$ cat src/rtl/fourier_seq_ctrl.sv
// Sequencer for an external Fourier core: buffers N samples, streams them into the
// core, waits for completion (with timeout) and exposes the result bins for readback.
module fourier_seq_ctrl #(
  parameter int N   = 10,
  parameter int W   = 64,
  parameter int AW  = $clog2(N),
  parameter int TMO = 1024
) (
  input  logic          clk,
  input  logic          reset,
  input  logic          in_valid,
  input  logic [W-1:0]  in_data,
  output logic          in_ready,
  input  logic          start,
  input  logic          clear,
  input  logic [31:0]   regAddr,
  input  logic          regSel,
  output logic [W-1:0]  regData,
  output logic [AW-1:0] core_addr,
  output logic [W-1:0]  core_x,
  output logic [1:0]    core_op,
  input  logic          core_done,
  input  logic [W-1:0]  core_y_re,
  input  logic [W-1:0]  core_y_im,
  output logic          done,
  output logic          err
);

  localparam int TW = (TMO > 1) ? $clog2(TMO) : 1;
  localparam logic [AW:0]    N_CNT    = (AW+1)'(N);
  localparam logic [AW-1:0]  LAST     = AW'(N - 1);
  localparam logic [31:0]    N_ADDR   = 32'(N);
  localparam logic [TW-1:0]  TMO_LAST = TW'(TMO - 1);

  // State encoding doubles as the core operation code.
  typedef enum logic [1:0] {
    IDLE    = 2'b00,
    LOAD    = 2'b01,
    COMPUTE = 2'b10,
    READ    = 2'b11
  } state_t;

  state_t         state, state_n;
  logic [AW:0]    count;
  logic [TW-1:0]  tmo_cnt;
  logic [31:0]    addr_p1;
  logic [AW-1:0]  addr_inc;
  logic [W-1:0]   sample_mem [N];

  assign in_ready = (state == IDLE) && (count != N_CNT);
  assign done     = (state == READ);
  assign addr_inc = core_addr + 1'b1;

  always_comb begin
    state_n = state;
    case (state)
      IDLE:    if (start && count == N_CNT) state_n = LOAD;
      LOAD:    if (core_addr == LAST) state_n = COMPUTE;
      COMPUTE: begin
        if (core_done)                 state_n = READ;
        else if (tmo_cnt == TMO_LAST)  state_n = IDLE;
      end
      READ:    if (clear) state_n = IDLE;
      default: state_n = IDLE;
    endcase
  end

  always_ff @(posedge clk) begin
    if (reset) state <= IDLE;
    else       state <= state_n;
  end

  // Sample buffer carries no reset; it is always fully rewritten before LOAD.
  always_ff @(posedge clk) begin
    if (in_valid && in_ready) sample_mem[count[AW-1:0]] <= in_data;
  end

  always_ff @(posedge clk) begin
    if (reset) begin
      count     <= '0;
      tmo_cnt   <= '0;
      err       <= 1'b0;
      core_op   <= 2'b00;
      core_addr <= '0;
      core_x    <= '0;
      addr_p1   <= '0;
    end else begin
      core_op <= state_n;
      addr_p1 <= regAddr;
      case (state)
        IDLE: begin
          if (in_valid && in_ready) count <= count + 1'b1;
          if (state_n == LOAD) begin
            err       <= 1'b0;
            core_addr <= '0;
            core_x    <= sample_mem[0];
          end
        end
        LOAD: begin
          if (state_n == COMPUTE) begin
            core_x  <= '0;
            tmo_cnt <= '0;
          end else begin
            core_addr <= addr_inc;
            core_x    <= sample_mem[addr_inc];
          end
        end
        COMPUTE: begin
          if (core_done) begin
            if (regAddr < N_ADDR) core_addr <= regAddr[AW-1:0];
          end else if (tmo_cnt == TMO_LAST) begin
            err     <= 1'b1;
            count   <= '0;
            tmo_cnt <= '0;
          end else begin
            tmo_cnt <= tmo_cnt + 1'b1;
          end
        end
        READ: begin
          // Out-of-range bins keep the last legal address on the core.
          if (regAddr < N_ADDR) core_addr <= regAddr[AW-1:0];
          if (clear) count <= '0;
        end
        default: ;
      endcase
    end
  end

  always_comb begin
    regData = '0;
    if (state == READ && addr_p1 < N_ADDR) regData = regSel ? core_y_im : core_y_re;
  end

endmodule

$ cat config.mk
export PLATFORM = sky130hd
export DESIGN_NAME = fourier_seq_ctrl
export DESIGN_NICKNAME = d
export VERILOG_FILES = /design/src/rtl/fourier_seq_ctrl.sv
export SDC_FILE = /design/constraint.sdc
export NUM_CORES = 1
export LEC_CHECK = 0
export BUFFER_PORTS_ARGS = -buffer_cell sky130_fd_sc_hd__buf_2
export CAP_MARGIN = 20
export CORE_AREA = 2 2 330 332
export CTS_CLUSTER_SIZE = 30
export DETAILED_ROUTE_END_ITERATION = 10
export DIE_AREA = 0 0 332 334
export GPL_TIMING_DRIVEN = 1
export PLACE_DENSITY = 0.56
export SLEW_MARGIN = 20
export SYNTH_ARGS = -nofsm -noshare
export SYNTH_HDL_FRONTEND = slang
export SYNTH_SLANG_ARGS = --single-unit
$ cat constraint.sdc
create_clock -name clk -period 8.9 [get_ports clk]
set_input_delay 1.335 -clock clk [delete_from_list [all_inputs] [get_ports clk]]
set_output_delay 1.335 -clock clk [all_outputs]
set_load 0.02 [all_outputs]
==> results.sh <==
export IMPL_hold_path_class="reg -> reg"
export IMPL_vias_per_cell=5.25
export IMPL_final_layout_size_suffix_gt1_share_pct=24.7
export IMPL_grt_setup_unrepaired="false"
export IMPL_synthSimpleGateAreaFrac_pct=5.56
export IMPL_dr_pass1_iters=5
export IMPL_io_buffers=367
export IMPL_clock_power_share_pct=44.7
export IMPL_fin_nets=2696
export IMPL_powerDensity_nw_per_um2=202
export IMPL_clk_pin_slew_ns=0.06
export IMPL_seqCellArea_um2=21600
export IMPL_track_usage_pct=19.5
export IMPL_avgSynthCellArea_um2=14.9
export IMPL_min_path_cells=2
export IMPL_worst_hold_slack_ns=0.507
export IMPL_p_switching_w=0.00159
export IMPL_vias=20700
export IMPL_clock_skew_ns=0.0207
export IMPL_p_int_w=0.00606
export IMPL_synth_top_area_share_pct=60.2
export IMPL_final_max_slew_violation_count=0
export IMPL_wl_per_cell_um=28.2
export IMPL_finalSetupViolCount=0
export IMPL_grt_overflow=0
export IMPL_antenna_found_initial=56
export IMPL_tightest_slew_ns=1.18
export IMPL_critPathRequiredTime_ns=7.57
export IMPL_io_pins=368
export IMPL_dp_hpwl_um=67700
export IMPL_fin_setup_tns_ns=0
export IMPL_r2r_cells=7
export IMPL_synth_top_family_by_area="multiplexers"
export IMPL_cts_resized_gates=0
export IMPL_yosys_area_top_type="edfxtp_1"
export IMPL_synth_seq_area_share_pct=67.5
export IMPL_die_width_um=332
export IMPL_max_slew_margin_rel_pct=21.5
export IMPL_p_leak_nw=14.5
export IMPL_cp_max_fo=81
export IMPL_ys_warn_count=0
export IMPL_synth_seq_cells=757
export IMPL_fin_crit_sh_pct=53.5
export IMPL_clock_sinks=757
export IMPL_synthesis_nets=2380
export IMPL_htree_num_levels=3
export IMPL_crit_path_end_kind="output port"
export IMPL_synthDistinctLibCells=54
export IMPL_cts_root_buffer="clkbuf_16"
export IMPL_critPathKind="reg -> out"
export IMPL_synth_compound_area_share_pct=11.8
export IMPL_grt_pass1_vias=20900
export IMPL_p_total_w=0.00765
export IMPL_grt_pass1_wl_um=156000
export IMPL_cp_start_kind="register"
export IMPL_ir_drop_mv=0.142
export IMPL_synth_edf_count=640
export IMPL_clkLatencyLatePin_ns=0.63
export IMPL_netlist_area_um2=31900
export IMPL_synthCells=2142
export IMPL_numCtsBuffers=79
export IMPL_synthArstFlopShare_pct=0
export IMPL_area_delta_synth_final_pct=18.8
export IMPL_crit_arrival_ns=3.43
export IMPL_finalWeightedCongestion=1.01
export IMPL_cts_setup_buffers=0
export IMPL_max_freq_ghz=0.210
export IMPL_period_needed_ns=4.76
export IMPL_swShare_pct=20.8
export IMPL_fp_dieH_um=334
export IMPL_drtAntennaViolNets=0
export IMPL_cap_violations=0
export IMPL_cts_tree="done"
export IMPL_synth_xor_area_share_pct=0.384
export IMPL_synth_common_cells="640 x edfxtp_1, 378 x mux2i_1, 124 x a22oi_1"
export IMPL_initial_core_util_pct=29.6
export IMPL_routed_wl_um=111000
export IMPL_outcome="complete, no violations"
export IMPL_num_rows=121
export IMPL_synthAdderAreaFrac_pct=0.274
export IMPL_multiInputGateArea_um2=9690
export IMPL_synth_top_cells_by_area="edfxtp_1 60%, mux2i_1 12%, dfxtp_1 7.3%"
export IMPL_comb_power_share_pct=3.7
export IMPL_fillerInstances=10300
export IMPL_cts_hold_buf=0
export IMPL_ys_flop_type="edfxtp_1"
export IMPL_detail_route_iter0_violations=1441
export IMPL_drc=0
export IMPL_grt_max_degree=115
export IMPL_finalHoldViolations=0
export IMPL_pwr_share_seq_pct=51.6
export IMPL_synth_area_mux_share_pct=12.0
export IMPL_synth_most_common_cell="edfxtp_1"
export IMPL_coreArea_um2=108000
export IMPL_die_area_um2=111000
export IMPL_clock_path_buffers=3
kinds of logic after synthesis:
family / after synthesis
DFF: 757
and+or+nand+nor: 335
AOI/OAI and AO/OA: 470
buffers and inverters: 178
adders and majority gates: 7
muxes: 381
xor gates and xnor gates: 14
power groups by stage:
stage / sequential, W / combinational, W / clock (W)
final: 0.00395 / 0.000283 / 0.00342
after global routing: 0.00396 / 0.000305 / 0.00364
after CTS: 0.00395 / 0.000288 / 0.00349
after detailed placement: 0.00403 / 0.000287 / 0
after global placement: 0.00402 / 0.000280 / 0
after floorplan: 0.00402 / 0.000115 / 0
cell usage in the layout, fill, tap and decap left out, types with 14 or more instances in the layout:
master     instances
nor2b_1           95
buf_2            366
clkinv_2          14
nand2_1           15
buf_4             36
a22oi_1          124
o221ai_2          20
o221ai_1          43
clkbuf_1          19
o21ai_0           70
mux2i_1          378
edfxtp_1         640
a211oi_1          88
a211oi_2          40
o31ai_1           64
clkbuf_16         84
nor2_1            91
dfxtp_1          115
nor3_1            66
worst paths after layout:
check                     from          to  slack [ns]
hold / removal      core_x[22]  core_x[22]        0.51
setup / recovery    core_op[0]  core_op[0]        4.14
setup reg to reg  core_addr[0]  core_x[38]        4.96
hold reg to reg     core_x[22]  core_x[22]        0.51
critical path, stage by stage, from the launching register on:
cell     delay, ns
dfxtp_4       0.71
buf_4         0.71
buf_4         0.83
buf_2         0.36
sequential cells by signal (all words and copies together), names as in the netlist:
signal	cells
sample_mem	640
core_x	64
addr_p1	31
tmo_cnt	10
count	5
core_addr	4
core_op	2
err	1
final cells by class:
cell class	count	area share, %
sequential	757	56.8
multi-input combinational	1207	25.6
clock buffer	114	6.13
timing repair buffer	403	5.59
tap	1414	4.66
clock inverter	33	1.03
inverter	10	0.112
antenna	12	0.0791
metrics by stage:
| stage | area [um^2] | cells | util, % | setup slack, ns |
|---|---|---|---|---|
| final | 37900 | 3950 | 35.2 | 4.14 |
| after global routing | 37900 | 3947 | 35.2 | 4.00 |
| after CTS | 37900 | 3938 | 35.2 | 4.13 |
| after detailed placement | 35200 | 3791 | 32.6 | 4.49 |
| after global placement | 35200 | 3791 | 32.6 | 4.52 |
| after floorplan | 31900 | 2142 | - | 1.50 |
layer usage:
metal	global-route usage, %	wire length [um]
met4	7.06	3810
met5	0	384
met1	21.8	42000
met3	6.36	9410
met2	34.4	55700
Note: power is estimated with default switching activity, not from simulation.
